### config.mk
export PLATFORM = sky130hd
export DESIGN_NAME = vc_mem_net_adapter
export DESIGN_NICKNAME = d
export VERILOG_FILES = /design/src/rtl/vc_mem_net_adapter.sv
export SDC_FILE = /design/constraint.sdc
export NUM_CORES = 1
export LEC_CHECK = 0
export BUFFER_PORTS_ARGS = -buffer_cell sky130_fd_sc_hd__buf_2
export CAP_MARGIN = 20
export CORE_MARGIN = 2
export CORE_UTILIZATION = 35
export CTS_BUF_LIST = sky130_fd_sc_hd__clkbuf_16
export DETAILED_ROUTE_END_ITERATION = 8
export PLACE_DENSITY_LB_ADDON = 0.15
export SLEW_MARGIN = 20
export SYNTH_ARGS = -nofsm -noshare
export SYNTH_HDL_FRONTEND = slang
export SYNTH_SLANG_ARGS = --single-unit
### constraint.sdc
create_clock -name clk -period 5.7 [get_ports clk]
set_input_delay 0.855 -clock clk [delete_from_list [all_inputs] [get_ports clk]]
set_output_delay 0.855 -clock clk [all_outputs]
set_load 0.05 [all_outputs]
### src/rtl/vc_mem_net_adapter.sv
// vc_mem_net_adapter: bridges a request/response network port to one memory bank.
// Latency: request path 0 cycles; response path 0 cycles (1 cycle with the output register).
// Backpressure: requests stall when the src-id FIFO is full (unless a response frees a slot
//   that cycle); responses stall on respnet_rdy and are refused while nothing is outstanding.
//
// Ports:
//   clk, reset                         clock, synchronous active-high reset
//   reqnet_msg/val/rdy   (in/in/out)   {dest, src, memreq payload} from the request network
//   memreq_msg/val/rdy   (out/out/in)  memory request payload to the bank
//   memresp_msg/val/rdy  (in/in/out)   memory response from the bank (in request order)
//   respnet_msg/val/rdy  (out/out/in)  {dest, src, memresp payload} to the response network
//
// Build option: define VC_MEM_NET_ADAPTER_RESP_BUF_EN to register respnet_msg/respnet_val
// through a one-entry output buffer.
//
// Payload layouts: memreq = {type, addr, data}, memresp = {type, data}.

module vc_mem_net_adapter #(
  parameter  int p_router_id      = 0,
  parameter  int p_num_nodes      = 4,
  parameter  int p_addr_sz        = 8,
  parameter  int p_data_sz        = 32,
  parameter  int p_max_requests   = 4,
  localparam int c_srcdest_sz     = (p_num_nodes > 1) ? $clog2(p_num_nodes) : 1,
  localparam int c_memreq_msg_sz  = 1 + p_addr_sz + p_data_sz,
  localparam int c_memresp_msg_sz = 1 + p_data_sz,
  localparam int c_reqnet_msg_sz  = 2*c_srcdest_sz + c_memreq_msg_sz,
  localparam int c_respnet_msg_sz = 2*c_srcdest_sz + c_memresp_msg_sz
) (
  input  logic                        clk,
  input  logic                        reset,

  input  logic [c_reqnet_msg_sz-1:0]  reqnet_msg,
  input  logic                        reqnet_val,
  output logic                        reqnet_rdy,

  output logic [c_memreq_msg_sz-1:0]  memreq_msg,
  output logic                        memreq_val,
  input  logic                        memreq_rdy,

  input  logic [c_memresp_msg_sz-1:0] memresp_msg,
  input  logic                        memresp_val,
  output logic                        memresp_rdy,

  output logic [c_respnet_msg_sz-1:0] respnet_msg,
  output logic                        respnet_val,
  input  logic                        respnet_rdy
);

  localparam int c_cnt_sz = $clog2(32);
  localparam int c_ptr_sz = (p_max_requests > 1) ? $clog2(p_max_requests) : 1;
  localparam logic [c_cnt_sz-1:0] c_max_cnt  = c_cnt_sz'(p_max_requests);
  localparam logic [c_ptr_sz-1:0] c_last_ptr = c_ptr_sz'(p_max_requests - 1);
  localparam logic [c_srcdest_sz-1:0] c_my_id = c_srcdest_sz'(p_router_id);

  logic [c_cnt_sz-1:0]     count_q, count_d;
  logic [c_ptr_sz-1:0]     head_q, head_d;
  logic [c_ptr_sz-1:0]     tail_q, tail_d;
  logic [c_srcdest_sz-1:0] srcid_q [p_max_requests];

  logic                    req_fire, resp_fire, can_enq, outstanding;
  logic [c_srcdest_sz-1:0] req_src;
  logic [c_respnet_msg_sz-1:0] resp_msg;

  function automatic logic [c_ptr_sz-1:0] ptr_inc(input logic [c_ptr_sz-1:0] p);
    return (p == c_last_ptr) ? '0 : p + 1'b1;
  endfunction

  assign req_src     = reqnet_msg[c_memreq_msg_sz +: c_srcdest_sz];
  assign memreq_msg  = reqnet_msg[c_memreq_msg_sz-1:0];

  // Outputs read the pre-reset count while reset is held, so gate on reset explicitly:
  // nothing is outstanding and the request path is fully open during reset.
  assign outstanding = !reset && (count_q != '0);
  assign resp_fire   = memresp_val && memresp_rdy;
  assign can_enq     = reset || (count_q < c_max_cnt) || resp_fire;

  assign memreq_val  = reqnet_val && can_enq;
  assign reqnet_rdy  = memreq_rdy && can_enq;
  assign req_fire    = reqnet_val && reqnet_rdy;

  assign resp_msg    = {srcid_q[head_q], c_my_id, memresp_msg};

`ifdef VC_MEM_NET_ADAPTER_RESP_BUF_EN
  logic                        buf_val_q, buf_val_d;
  logic [c_respnet_msg_sz-1:0] buf_msg_q, buf_msg_d;

  // The buffer may accept a new response in the same cycle the old one drains.
  assign memresp_rdy = outstanding && (!buf_val_q || respnet_rdy);
  assign respnet_val = buf_val_q && !reset;
  assign respnet_msg = buf_msg_q;

  always_comb begin
    buf_val_d = buf_val_q;
    buf_msg_d = buf_msg_q;
    if (resp_fire) begin
      buf_val_d = 1'b1;
      buf_msg_d = resp_msg;
    end else if (respnet_val && respnet_rdy) begin
      buf_val_d = 1'b0;
    end
  end

  always_ff @(posedge clk) begin
    if (reset) begin
      buf_val_q <= 1'b0;
    end else begin
      buf_val_q <= buf_val_d;
      buf_msg_q <= buf_msg_d;
    end
  end
`else
  assign memresp_rdy = respnet_rdy && outstanding;
  assign respnet_val = memresp_val && outstanding;
  assign respnet_msg = resp_msg;
`endif

  always_comb begin
    count_d = count_q;
    head_d  = head_q;
    tail_d  = tail_q;
    if (req_fire)  tail_d = ptr_inc(tail_q);
    if (resp_fire) head_d = ptr_inc(head_q);
    case ({req_fire, resp_fire})
      2'b10:   count_d = count_q + 1'b1;
      2'b01:   count_d = count_q - 1'b1;
      default: count_d = count_q;
    endcase
  end

  always_ff @(posedge clk) begin
    if (reset) begin
      count_q <= '0;
      head_q  <= '0;
      tail_q  <= '0;
    end else begin
      count_q <= count_d;
      head_q  <= head_d;
      tail_q  <= tail_d;
    end
  end

  // Storage needs no reset: entries are only read between head and tail.
  always_ff @(posedge clk) begin
    if (!reset && req_fire) srcid_q[tail_q] <= req_src;
  end

endmodule

=== Yosys cells after proc, flatten, opt, wreduce, memory -nomap -nowiden ===
Memories as Yosys holds them, arrays and structs flattened. A register that Yosys moved wholly into a read port is not among the register bits.
Index checks and enable logic that the tools add are counted.

* Add/sub/neg operators: 4
* Order comparisons: 1
* Equality and inequality tests: 4
* Muxes and demuxes: 7
* Reduce and logical (&&, ||, !) cells: 13

{| class="wikitable"
|+ Operators by type and width
! operator !! count
|-
| $pmux 5 s2 || 1
|-
| $logic_and 1x1->1 || 8
|-
| $mux 2 || 4
|-
| $eq 2x2->1 const B || 3
|-
| $add 5x1->5 const B || 1
|-
| $lt 5x3->1 const B || 1
|-
| $reduce_bool 5->1 || 1
|-
| $sub 5x1->5 const B || 1
|-
| $add 2x1->2 const B || 2
|-
| $eq 2x1->1 const B || 1
|-
| $logic_or 1x1->1 || 2
|-
| $mux 1 || 2
|-
| $reduce_bool 2->1 || 1
|-
| $logic_not 1->1 || 1
|}

* Register bits after elaboration: 9
* Memory bits (writable): 8
* Bits of input ports: 84
* Output and inout bits: 82
* Word-level logic and storage cells: 33
* Memories kept: 1

{| class="wikitable"
|+ Memory list
! memory !! depth !! width !! read ports !! clocked after memory_dff !! wr ports !! line !! text
|-
| srcid_q || 4 || 2 || 1 || 1 || 1 || 59 || <nowiki>logic [c_srcdest_sz-1:0] srcid_q [p_max_requests];</nowiki>
|}

=== Depth between registers and ports, before layout ===
Gate-level depths: netlist (run 1).

* Depth after elaboration: 10
* Depth in mapped cells: 9

=== Worst setup path before layout (run 1) ===
OpenSTA, ideal clock, no wires.

* Path kind: in2reg
* From: input port memresp_val
* To: register count_q[4]
* Setup time: 123 ps
* Arrival time: 2747 ps
* Data required time: 5577 ps
* Setup slack: 2830 ps
* Stages: 9
* Path buffers: 0
* Cells stage by stage: a21o_1 o211ai_4 ha_1 inv_1 fa_1 nand2b_1 a21oi_1 mux2i_1 mux2_1

* Cells in the longest elaborated chain, start to end: 6

{| class="wikitable"
|+ Ends and longest elaborated chain
! element !! line !! text
|-
| from (decl) || 42 || <nowiki>input logic memresp_val,</nowiki>
|-
| $logic_and 1x1->1 (*) || 75 || <nowiki>assign resp_fire = memresp_val && memresp_rdy;</nowiki>
|-
| $logic_or 1x1->1 || 76 || <nowiki>assign can_enq = reset || (count_q < c_max_cnt) || resp_fire;</nowiki>
|-
| $logic_and 1x1->1 || 79 || <nowiki>assign reqnet_rdy = memreq_rdy && can_enq;</nowiki>
|-
| $logic_and 1x1->1 || 80 || <nowiki>assign req_fire = reqnet_val && reqnet_rdy;</nowiki>
|-
| $eq 2x1->1 / $eq 2x2->1 (equally long branches) || 124 || <nowiki>case ({req_fire, resp_fire})</nowiki>
|-
| $pmux 5 s2 / $reduce_bool 2->1 (equally long branches) || -- ||
|-
| to (signal assigned) || 137 || <nowiki>count_q <= count_d;</nowiki>
|-
| to (decl) || 56 || <nowiki>logic [c_cnt_sz-1:0] count_q, count_d;</nowiki>
|}

Every way passes the cells marked *; elsewhere a longest branch is shown, timed or not.
A chain may end at the register's enable or synchronous reset.

=== Final worst setup path (run 1) ===
* From: input port reset
* To: register count_q[4]

* Cells in the longest elaborated chain, start to end: 9

{| class="wikitable"
|+ Ends and longest elaborated chain
! element !! line !! text
|-
| from (decl) || 31 || <nowiki>input logic reset,</nowiki>
|-
| $logic_not 1->1 || 74 || <nowiki>assign outstanding = !reset && (count_q != '0);</nowiki>
|-
| $logic_and 1x1->1 || 74 ||
|-
| $logic_and 1x1->1 || 113 || <nowiki>assign memresp_rdy = respnet_rdy && outstanding;</nowiki>
|-
| $logic_and 1x1->1 || 75 ||
|-
| $logic_or 1x1->1 || 76 ||
|-
| $logic_and 1x1->1 || 79 ||
|-
| $logic_and 1x1->1 || 80 ||
|-
| $eq 2x1->1 / $eq 2x2->1 (equally long branches) || 124 ||
|-
| $pmux 5 s2 / $reduce_bool 2->1 (equally long branches) || -- ||
|}

Parallel ways exist; a longest one is shown, timed or not.

==> impl_summary.log, run 1 <==
INFO  metric finalCritPeriodShare = 52.9%
INFO  metric tritoncts_clock_tree = built
INFO  metric post-cts-setup-buffers = 0
INFO  metric critical_path.max_stage_delay = 0.40 ns
INFO  metric pwr-share-seq = 44.9%
INFO  metric routed_via_density = 4.88
INFO  metric power.switching = 79.0 µW
INFO  metric floorplan.die.width = 71.2 µm
INFO  metric crit_chain = buf_2 -> a21o_1 -> o211ai_4 -> ha_1 -> inv_1 -> fa_1 -> nand2b_1 -> a21oi_1 -> mux2i_1 -> mux2_1
INFO  metric overflow = 0
INFO  metric ys_types = 29
INFO  metric critical_path.slowest_cell = fa_1
INFO  metric final_cells = 160
INFO  metric internal-power = 253 µW
INFO  metric yosys.area_share.simple = 11.7%
INFO  metric max_cap_viol_count = 0
INFO  metric die_area = 0.00508 mm²
INFO  metric layout-drive-gt1-share = 21.3%
INFO  metric core_region_area = 0.00435 mm²
INFO  metric syn-instance-count = 168
INFO  metric hold_buffers = 0
INFO  metric initial_antenna_violation_count = 0
INFO  metric gp_routability_congestion = 0.676
INFO  metric finish.utilization = 28.0%
INFO  metric num_rows = 24
INFO  metric route.detailed.wl_per_inst = 13.8 µm
INFO  metric dp_cells = 156
INFO  metric start_util = 36.4%
INFO  metric critPathLaunchType = input port
INFO  metric rsz_0062_raised_after_global_routing = no
INFO  metric cts_sink_cnt = 19
INFO  metric drtIter0Drc = 4
INFO  metric synthAdderAreaFrac = 8.38%
INFO  metric ant_nets = 0
INFO  metric cts_bufs_inserted = 3
INFO  metric root_buffer = clkbuf_16
INFO  metric cell_type_group_with_the_largest_total_delay_on_the_critical_path = adder cells
INFO  metric cts.htree.levels = 1
INFO  metric post_synth.cell_area_avg = 9.42 µm²
INFO  metric p_leak = 0.000491 µW
INFO  metric grt_first_pass_wirelength = 3540 µm
INFO  metric grt.total_usage = 8.74%
INFO  metric grt_start_max_net_pins = 17
INFO  metric critical_path.n_buffers_inverters = 2
INFO  metric detailed_place_hpwl = 1810 µm
INFO  metric power_density = 272 mW/mm²
INFO  metric hold-path-cell-count = 2
INFO  metric nFillCells = 465
INFO  metric synthToLayoutAreaGrowth = -23.0%
INFO  metric place.port_buffers = 13
INFO  metric timing.final.crit_period = 3.01 ns
INFO  metric antennaDiodeCount = 0
INFO  metric synth.ff_latch_count = 19
INFO  metric syn_area = 0.00158 mm²
INFO  metric clock_power_share = 42.5%
INFO  metric clkLatencyLatePin = 0.24 ns
INFO  metric fin_total_pwr = 332 µW
INFO  metric status = completed
INFO  metric ys_warn_count = 0
INFO  metric first_global_vias = 746
INFO  metric critical_path_arrival = 3.15 ns
INFO  metric fraction_of_synthesized_cell_area_in_xor_and_xnor_cells = 1.11%
INFO  metric fmax = 332 MHz
INFO  metric setup.worst_path.class = in2reg
INFO  metric vias = 780
INFO  metric largest_family_of_logic_cells_by_synthesized_area = buffers and inverters
INFO  metric cts-root-to-sink-buffers = 2
INFO  metric switching_share = 23.8%
INFO  metric worst-r2r-cell-count = 9
INFO  metric critical_path_required = 5.83 ns
INFO  metric finalHoldViolCount = 0
INFO  metric setup_violation_total_in_the_final_timing_report = 0
INFO  metric synth_compound_gate_area_share = 5.69%
INFO  metric power.share.combinational = 12.7%
INFO  metric clkSlewWorstSetupHoldPaths = 0.05 ns
INFO  metric timing_max_transition_violations_final = 0
INFO  metric drt_first_pass_iters = 3
INFO  metric worstHoldPathType = reg2reg
INFO  metric nets = 203
INFO  metric maximum_net_fanout_on_the_critical_path = 16
INFO  metric cp_num_cells = 10
INFO  metric routed_wirelength = 2210 µm
INFO  metric setup_tns = 0 ns
INFO  metric post-route-drc-count = 0
INFO  metric max-vdd-ir-drop = 0.0946 mV
INFO  metric floorplan.die.height = 71.2 µm
INFO  metric fin_skew = 0.00111 ns
INFO  metric cts_repair_resize_count = 0
INFO  metric ys_seq_area_share = 29.1%
INFO  metric fraction_of_synthesized_area_in_multiplexers = 6.09%
INFO  metric floorplan.io_pins = 166
INFO  metric critical_path.endpoint_type = register
placed cells by master, fill, tap and decap left out:
cell type  netlist  routed
a21oi_2          1       1
mux2_1           1       1
and2_1           8       8
clkinv_2         0       1
nor2_1          16      16
o211ai_1         1       1
a211oi_2         1       1
dfxtp_1         11      11
fa_1             1       1
conb_1           1       2
or3_1            1       1
edfxtp_1         8       8
or2_1            1       1
ha_1             9       9
mux2i_1          4       4
a21oi_1          5       5
or4_1            1       1
nand3_1          1       1
mux4_2           2       2
buf_2            0      13
xor2_1           2       2
o211ai_4         1       1
inv_1            5       5
nor2b_1          1       1
clkbuf_16        0       3
a21o_1           2       2
nor3_4           1       1
and4b_1          1       1
nand2_1          3       3
nand2b_1         1       1
cell type report:
class / count / area (µm²) / area share (%)
Multi-Input combinational cell: 67 / 529 / 43.4
Sequential cell: 19 / 460 / 37.8
Clock buffer: 3 / 75.1 / 6.16
Timing Repair Buffer: 13 / 65.1 / 5.34
Tap cell: 52 / 65.1 / 5.34
Inverter: 5 / 18.8 / 1.54
Clock inverter: 1 / 5.00 / 0.411
metrics by stage:
stage,instance area (µm²),hold WS (ns),worst slack (ns)
floorplan,1590,0.490,2.83
global placement,1140,0.509,2.43
detailed placement,1140,0.517,2.38
CTS,1220,0.527,2.64
global route,1220,0.549,2.53
finish,1220,0.522,2.69
layer usage:
layer  routed length (µm)  GRT usage, %
met4                   98          6.08
met5                    0             0
met2                  941          12.7
met1                  882          9.76
met3                  287          4.78
cells by family after synthesis:
logic type      count (synthesis)
xor+xnor                        2
compound gates                 11
other cells                     1
buf+inv                        83
simple gates                   35
mux                             7
flops                          19
fa+ha+maj                      10
worst reg2reg max path, stage by stage, from the launching register on:
cell	delay [ns]
dfxtp_1	0.40
nor2_1	0.12
a211oi_2	0.41
ha_1	0.34
inv_1	0.10
fa_1	0.40
nand2b_1	0.16
a21oi_1	0.15
mux2i_1	0.23
mux2_1	0.33
power groups by stage:
stage / Combinational, µW / Sequential (µW) / Clock [µW]
after detailed placement: 42.6 / 152 / 0
after global routing: 46.6 / 150 / 152
after global placement: 41.8 / 152 / 0
after CTS: 42.6 / 149 / 146
final: 42.0 / 149 / 141
after floorplan: 173 / 151 / 0
synth_stat cells:
| cell type | n | area, µm² |
|---|---|---|
| o211ai_1 | 1 | 7.51 |
| nor2_1 | 16 | 60.1 |
| a21o_1 | 2 | 15.0 |
| a21oi_1 | 5 | 25.0 |
| or2_1 | 1 | 6.26 |
| fa_1 | 1 | 20.0 |
| or3_1 | 1 | 6.26 |
| nor2b_1 | 1 | 6.26 |
| and2_1 | 8 | 50.1 |
| nand2b_1 | 1 | 6.26 |
| inv_1 | 5 | 18.8 |
| clkbuf_1 | 2 | 7.51 |
| mux2_1 | 1 | 11.3 |
| mux2i_1 | 4 | 40.0 |
| ha_1 | 9 | 113 |
| a211oi_2 | 1 | 12.5 |
| nand2_1 | 3 | 11.3 |
| conb_1 | 1 | 3.75 |
| o211ai_4 | 1 | 21.3 |
| edfxtp_1 | 8 | 240 |
| and4b_1 | 1 | 10.0 |
| a21oi_2 | 1 | 8.76 |
| xor2_1 | 2 | 17.5 |
| nor3_4 | 1 | 16.3 |
| nand3_1 | 1 | 5.00 |
| buf_4 | 76 | 571 |
| dfxtp_1 | 11 | 220 |
| mux4_2 | 2 | 45.0 |
| or4_1 | 1 | 7.51 |
final timing paths:
path,slack (ns),to,startpoint
worst min-delay path,0.52,tail_q[0],tail_q[0]
worst min register to register,0.52,tail_q[0],tail_q[0]
worst max register to register,2.96,count_q[4],count_q[0]
worst max-delay path,2.69,count_q[4],reset
(Power assumes the default switching activity.)
==> run 2, diff against run 1 <==
--- a/config.mk
+++ b/config.mk
@@ -5,6 +5,7 @@
 export SDC_FILE = /design/constraint.sdc
 export NUM_CORES = 1
 export LEC_CHECK = 0
+export ABC_AREA = 1
 export BUFFER_PORTS_ARGS = -buffer_cell sky130_fd_sc_hd__buf_2
 export CAP_MARGIN = 20
 export CORE_MARGIN = 2
==> constraint.sdc (replaced) <==
create_clock -name clk -period 3.1 [get_ports clk]
set_input_delay 0.465 -clock clk [delete_from_list [all_inputs] [get_ports clk]]
set_output_delay 0.465 -clock clk [all_outputs]
set_load 0.05 [all_outputs]
==> run 2 against run 1 <==
Synthesized cell count up 16%; clock power up 83%; synthesized area up 0.47%; largest power group unchanged.
==> impl_summary.log, run 2 <==
INFO  metric maximum_net_fanout_on_the_critical_path = 10 (-6)
INFO  metric post-cts-setup-buffers = 0 (unchanged)
INFO  metric internal-power = 486 µW (+92%)
INFO  metric yosysTopAreaCellShare = 35.9% (-0.17 points)
INFO  metric syn-instance-count = 195 (+16%)
INFO  metric routed_via_density = 4.67 (-4.2%)
INFO  metric layout-drive-gt1-share = 14.7% (-6.6 points)
INFO  metric cts_repair_resize_count = 0 (unchanged)
INFO  metric status = completed
INFO  metric max-vdd-ir-drop = 0.219 mV (+130%)
INFO  metric setup.worst_path.class = in2reg
INFO  metric gp_routability_congestion = 0.769 (+14%)
INFO  metric cts.htree.levels = 1 (unchanged)
INFO  metric critical_path.endpoint_type = register
INFO  metric timing.final.crit_period = 2.29 ns
INFO  metric power_density = 549 mW/mm² (+100%)
INFO  metric clkSlewWorstSetupHoldPaths = 0.05 ns (about the same)
INFO  metric synth_edf_count = 8 (unchanged)
INFO  metric critPathLaunchType = input port
INFO  metric vias = 878 (+13%)
INFO  metric setup_violation_total_in_the_final_timing_report = 0 (unchanged)
INFO  metric power.switching = 185 µW (+130%)
INFO  metric post-route-drc-count = 0 (unchanged)
INFO  metric drt_first_pass_iters = 3 (unchanged)
INFO  metric initial_antenna_violation_count = 0 (unchanged)
INFO  metric syn_area = 0.00159 mm² (+0.47%)
INFO  metric grt_first_pass_wirelength = 3800 µm (+7.4%)
INFO  metric floorplan.io_pins = 166 (unchanged)
INFO  metric power.share.combinational = 19.3% (+6.6 points)
INFO  metric post_synthesis_cell_type_with_the_largest_combined_area = buf_4
INFO  metric post-place-ws = 0.558 ns (-1.82 ns)
INFO  metric post_synth.cell_area_avg = 8.16 µm² (-13%)
INFO  metric floorplan.die.width = 71.4 µm (+0.22%)
INFO  metric num_rows = 24 (unchanged)
INFO  metric ys_warn_count = 0 (unchanged)
INFO  metric max_cap_viol_count = 0 (unchanged)
INFO  metric nFillCells = 465 (unchanged)
INFO  metric pwr-share-seq = 42.3% (-2.6 points)
INFO  metric fmax = 437 MHz
INFO  metric finalHoldViolCount = 0 (unchanged)
INFO  metric clock_power_share = 38.4% (-4.1 points)
INFO  metric synth-main-ff-cell = dfxtp_1
INFO  metric floorplan.die.height = 71.4 µm (+0.22%)
INFO  metric first_global_vias = 856 (+15%)
INFO  metric grt_start_max_net_pins = 12 (-5)
INFO  metric mostFrequentLayoutCell = nand2_1
INFO  metric critical_path_arrival = 2.47 ns (-0.68 ns)
INFO  metric rsz_0062_raised_after_global_routing = no
INFO  metric synth_common_cells = buf_4 (76), nand2_1 (20), nor2_1 (19)
INFO  metric route.detailed.wl_per_inst = 12.1 µm (-13%)
INFO  metric root_buffer = clkbuf_16
INFO  metric yosys.cell_count.top_type = buf_4
INFO  metric ant_nets = 0 (unchanged)
INFO  metric hold_buffers = 0 (unchanged)
INFO  metric fin_skew = 0.000915 ns (-0.000191 ns)
INFO  metric worstHoldPathType = in2reg
INFO  metric ys_types = 22 (-24%)
INFO  metric p_leak = 0.000560 µW (+14%)
INFO  metric switching_share = 27.6% (+3.8 points)
INFO  metric place.port_buffers = 13 (unchanged)
INFO  metric clkLatencyLatePin = 0.24 ns (about the same)
INFO  metric final_critical_path_setup_slack = 0.812 ns (-1.87 ns)
INFO  metric timing_max_transition_violations_final = 0 (unchanged)
INFO  metric critical_path_required = 3.28 ns (-2.55 ns)
INFO  metric finalCritPeriodShare = 73.8%
INFO  metric synthToLayoutAreaGrowth = -23.1%
INFO  metric grt.total_usage = 9.05% (+0.31 points)
INFO  metric nets = 231 (+14%)
INFO  metric ys_seq_area_share = 29.0% (-0.14 points)
INFO  metric drtIter0Drc = 23 (+19)
INFO  metric cts_sink_cnt = 19 (unchanged)
INFO  metric setup_tns = 0 ns (unchanged)
INFO  metric start_util = 36.5% (+0.17 points)
INFO  metric antennaDiodeCount = 0 (unchanged)
INFO  metric cts_bufs_inserted = 3 (unchanged)
INFO  metric tritoncts_clock_tree = built
INFO  metric async_reset_ff_share = 0% (unchanged)
INFO  metric die_area = 0.00510 mm² (+0.45%)
INFO  metric synth_area_leaders = buf_4 (36%), edfxtp_1 (15%), dfxtp_1 (14%)
INFO  metric cts-root-to-sink-buffers = 2 (unchanged)
INFO  metric detailed_place_hpwl = 1850 µm (+2.3%)
INFO  metric synth.ff_latch_count = 19 (unchanged)
INFO  metric overflow = 0 (unchanged)
INFO  metric layout.cells.most_common_list = nand2_1 (20), nor2_1 (19), inv_1 (17), buf_2 (13), dfxtp_1 (11)
INFO  metric core_region_area = 0.00435 mm² (unchanged)
INFO  metric routed_wirelength = 2270 µm (+2.8%)
[run 2: cell types whose count changed in the layout (fill, tap and decap cells not counted), moves of 4 or more]
cell	change
inv_1	+12
nand2_1	+17
o21ai_0	+7
and2_1	-8
nor3b_1	+4
mux2i_1	-4
[run 2: layout make-up]
class                   count  area, µm²  area share (%)
clock buffers               3       75.1            6.14
clock inverters             1       5.00           0.409
inverters                  18       67.6            5.53
multi-input cells          82        484            39.6
flip-flops and latches     19        460            37.7
well taps                  52       65.1            5.32
repair buffers             13       65.1            5.32
[run 2: cell families after synthesis]
| logic type | Yosys count | share of synthesized area, % |
|---|---|---|
| XOR/XNOR | 2 | 1.10 |
| flip-flops | 19 | 29.0 |
| buffers and inverters | 95 | 40.8 |
| adder cells (fa/ha/maj) | 10 | 8.34 |
| AND/OR/NAND/NOR | 50 | 14.2 |
| AO/OA/AOI/OAI | 18 | 6.29 |
| other | 1 | 0.236 |
[run 2: path summary, 6_finish.rpt]
check / startpoint / to / cells after the start / slack, ns
hold reg to reg: count_q[4] / count_q[4] / 2 / 0.49
setup / recovery: reset / count_q[4] / 13 / 0.81
hold / removal: reqnet_msg[41] / srcid_q[1][0] / 1 / 0.44
setup reg to reg: count_q[4] / count_q[4] / 13 / 0.82
[run 2: power groups by stage]
stage | clock network, µW | logic, µW | registers [µW]
floorplan | 0 | 363 | 287
global placement | 0 | 131 | 289
detailed placement | 0 | 132 | 289
CTS | 265 | 132 | 284
global route | 279 | 148 | 285
finish | 258 | 130 | 284
[run 2: metal layers]
metal | vias to the layer above | part of all wire, % | track usage (%)
li1 | 419 | - | -
met2 | 63 | 46 | 14.0
met5 | - | 0 | 0
met1 | 370 | 39 | 9.53
met3 | 26 | 12 | 5.20
met4 | 0 | 3.3 | 5.45
[run 2: per-stage QoR]
step,hold WS [ns],area (µm²),utilization [%],power [µW],instances
after floorplan,0.459,1590,-,650,196
after global placement,0.480,1140,26.2,420,184
after detailed placement,0.482,1140,26.2,421,184
after CTS,0.440,1220,28.1,681,188
after global routing,0.449,1220,28.1,712,188
final,0.441,1220,28.1,671,188
[run 2: worst max-delay path, stage by stage]
cell and delay [ns]:
buf_2 0.17, inv_2 0.13, nand4_1 0.19, inv_1 0.15, ha_1 0.29, inv_1 0.08
fa_1 0.40, or2_1 0.26, nand2_1 0.06, nand2_1 0.04, nand2_1 0.05, nand2_1 0.05
a21oi_1 0.11
==> run 3, diff against run 2 <==
==> constraint.sdc (replaced) <==
create_clock -name clk -period 2.25 [get_ports clk]
set_input_delay 0.3375 -clock clk [delete_from_list [all_inputs] [get_ports clk]]
set_output_delay 0.3375 -clock clk [all_outputs]
set_load 0.05 [all_outputs]
==> run 3 against run 2 <==
Sequential power rose by 38%; sequential share of layout area fell by 1.9 points; clock power rose by 40%; combinational power rose by 50%; clock-buffer cell count did not move; sequential cell count did not move; core utilization rose by 1.5 points; clock skew rose by 0.0047 ns.
==> impl_summary.log, run 3 (synthesis results as in run 2) <==
INFO  metric layout.cells.most_common_list = nand2_1 (20), nor2_1 (19), inv_1 (17), buf_2 (13), dfxtp_1 (11)
INFO  metric clkSlewWorstSetupHoldPaths = 0.06 ns (about the same)
INFO  metric route.detailed.wl_per_inst = 12.6 µm (+4.4%)
INFO  metric floorplan.die.width = 71.4 µm (unchanged)
INFO  metric r2r_end = count_q[4]
INFO  metric switching_share = 28.0% (+0.47 points)
INFO  metric cts.htree.levels = 1 (unchanged)
INFO  metric fin_skew = 0.00560 ns (+0.00468 ns)
INFO  metric cts-root-to-sink-buffers = 2 (unchanged)
INFO  metric setup_tns = 0 ns (unchanged)
INFO  metric power.share.combinational = 20.6% (+1.3 points)
INFO  metric layout-drive-gt1-share = 19.6% (+4.9 points)
INFO  metric nFillCells = 457 (-1.7%)
INFO  metric timing.rr.start = count_q[2]
INFO  metric start_util = 36.5% (unchanged)
INFO  metric grt_first_pass_wirelength = 3970 µm (+4.6%)
INFO  metric drtIter0Drc = 19 (-17%)
INFO  metric place.port_buffers = 13 (unchanged)
INFO  metric floorplan.io_pins = 166 (unchanged)
INFO  metric setup.reg_to_reg.worst_slack = 0.21 ns (-0.61 ns)
INFO  metric p_leak = 0.000593 µW (+6.0%)
INFO  metric power_density = 736 mW/mm² (+34%)
INFO  metric critical_path.slowest_cell = fa_1
INFO  metric gp_routability_congestion = 0.803 (+4.4%)
INFO  metric ant_nets = 0 (unchanged)
INFO  metric finalHoldViolCount = 0 (unchanged)
INFO  metric worstHoldPathType = in2reg
INFO  metric setup.worst_path.class = reg2reg
INFO  metric overflow = 0 (unchanged)
INFO  metric post-route-cell-area = 0.00129 mm² (+5.3%)
INFO  metric initial_antenna_violation_count = 0 (unchanged)
INFO  metric setup_violation_total_in_the_final_timing_report = 0 (unchanged)
INFO  metric routed_via_density = 4.68 (+0.25%)
INFO  metric grt_start_max_net_pins = 12 (unchanged)
INFO  metric nets = 238 (+3.0%)
INFO  metric mostFrequentLayoutCell = nand2_1
INFO  metric fmax = 491 MHz
INFO  metric max-vdd-ir-drop = 0.258 mV (+18%)
INFO  metric critical_path_required = 2.44 ns (-0.84 ns)
INFO  metric floorplan.die.height = 71.4 µm (unchanged)
INFO  metric power.switching = 266 µW (+44%)
INFO  metric critical_path.endpoint_type = register
INFO  metric critical_path.endpoint = count_q[4]
INFO  metric post-route-drc-count = 0 (unchanged)
INFO  metric drt_first_pass_iters = 4 (+1)
INFO  metric root_buffer = clkbuf_16
INFO  metric critPathLaunchType = register
INFO  metric detailed_place_hpwl = 1970 µm (+6.4%)
INFO  metric grt.total_usage = 9.69% (+0.64 points)
INFO  metric timing.final.crit_period = 2.04 ns
INFO  metric num_rows = 24 (unchanged)
INFO  metric clock_power_share = 38.1% (-0.3 points)
INFO  metric first_global_vias = 868 (+1.4%)
INFO  metric critical_path.n_buffers_inverters = 2 (-2)
INFO  metric clkLatencyLatePin = 0.25 ns (about the same)
INFO  metric die_area = 0.00510 mm² (unchanged)
INFO  metric finalCritPeriodShare = 90.5%
INFO  metric max_cap_viol_count = 0 (unchanged)
INFO  metric internal-power = 682 µW (+40%)
INFO  metric maximum_net_fanout_on_the_critical_path = 5 (-5)
INFO  metric timing_max_transition_violations_final = 0 (unchanged)
INFO  metric tritoncts_clock_tree = built
INFO  metric vias = 913 (+4.0%)
INFO  metric startpoint = count_q[2]
INFO  metric routed_wirelength = 2460 µm (+8.3%)
INFO  metric antennaDiodeCount = 0 (unchanged)
INFO  metric status = completed
INFO  metric synthToLayoutAreaGrowth = -19.0%
INFO  metric cts_bufs_inserted = 3 (unchanged)
INFO  metric cell_type_group_with_the_largest_total_delay_on_the_critical_path = simple AND/OR/NAND/NOR gates
INFO  metric critical_path.max_stage_delay = 0.39 ns (about the same)
INFO  metric core_region_area = 0.00435 mm² (unchanged)
INFO  metric most_used_cell_along_the_critical_path = nand2_1
INFO  metric placedInstanceArea = 0.00119 mm² (+4.6%)
INFO  metric cts_sink_cnt = 19 (unchanged)
INFO  metric worst-r2r-cell-count = 13 (unchanged)
INFO  metric crit_chain = nor2_1 -> nand3_1 -> nand4_1 -> inv_1 -> ha_4 -> inv_1 -> fa_1 -> or2_1 -> nand2_1 -> nand2_1 -> nand2_1 -> nand2_1 -> a21oi_1
INFO  metric critical_path_arrival = 2.22 ns (-0.25 ns)
INFO  metric rsz_0062_raised_after_global_routing = no
INFO  metric cp_num_cells = 13 (unchanged)
INFO  metric pwr-share-seq = 41.3% (-1.0 points)
-- run 3: cell count changes in the layout (fill, tap and decap cells not counted) --
cell   before  now
ha_4        0    1
buf_4       0    7
ha_1        9    8
-- run 3: power by group through the flow --
stage | Combinational (µW) | Sequential, µW | Clock (µW)
2_1_floorplan | 500 | 395 | 0
3_3_place_gp | 190 | 399 | 0
3_5_place_dp | 193 | 399 | 0
4_1_cts | 194 | 391 | 373
5_1_grt | 216 | 393 | 392
6_report | 195 | 391 | 361
-- run 3: metrics by stage --
step | std cells | total power (µW) | setup slack [ns] | hold WS [ns] | utilization, %
5_1_grt | 195 | 1000 | 0.0185 | 0.328 | 29.6
3_5_place_dp | 191 | 592 | 0.0787 | 0.477 | 27.4
6_report | 195 | 948 | 0.215 | 0.319 | 29.6
3_3_place_gp | 191 | 588 | 0.0840 | 0.478 | 27.4
4_1_cts | 195 | 958 | 0.0932 | 0.315 | 29.3
2_1_floorplan | 196 | 895 | 0.187 | 0.436 | -
-- run 3: cell type report --
cell class / instances / area [µm²] / area share (%)
Timing Repair Buffer: 20 / 118 / 9.14
Sequential cell: 19 / 460 / 35.8
Tap cell: 52 / 65.1 / 5.05
Clock buffer: 3 / 75.1 / 5.83
Inverter: 18 / 67.6 / 5.25
Clock inverter: 1 / 5.00 / 0.389
Multi-Input combinational cell: 82 / 497 / 38.6
-- run 3: worst register-to-register path: stages (launching register included) --
cell and delay (ns):
dfxtp_1 0.37, nor2_1 0.09, nand3_1 0.09, nand4_1 0.11
inv_1 0.13, ha_4 0.17, inv_1 0.05, fa_1 0.39
or2_1 0.26, nand2_1 0.06, nand2_1 0.04, nand2_1 0.05
nand2_1 0.05, a21oi_1 0.11
-- run 3: worst min path at each step --
stage / from / end / depth (start not counted)
floorplan: reqnet_msg[41] / srcid_q[0][0] / 0
global placement: count_q[4] / count_q[4] / 2
detailed placement: count_q[4] / count_q[4] / 2
CTS: reqnet_msg[41] / srcid_q[3][0] / 1
global route: reqnet_msg[41] / srcid_q[1][0] / 1
finish: reqnet_msg[41] / srcid_q[1][0] / 1
-- run 3: routing by layer --
layer / GRT usage (%) / routed length, µm / share of wire [%]
met5: 0 / 0 / 0
met4: 5.45 / 75 / 3.1
met3: 6.61 / 311 / 13
met2: 15.6 / 1180 / 48
met1: 9.15 / 893 / 36
-- run 3: repair_timing --
action,4_1_cts,5_1_grt
hold buffers,0,0
resized for setup,0,2
setup endpoints to repair,0,1
buffers inserted,0,0
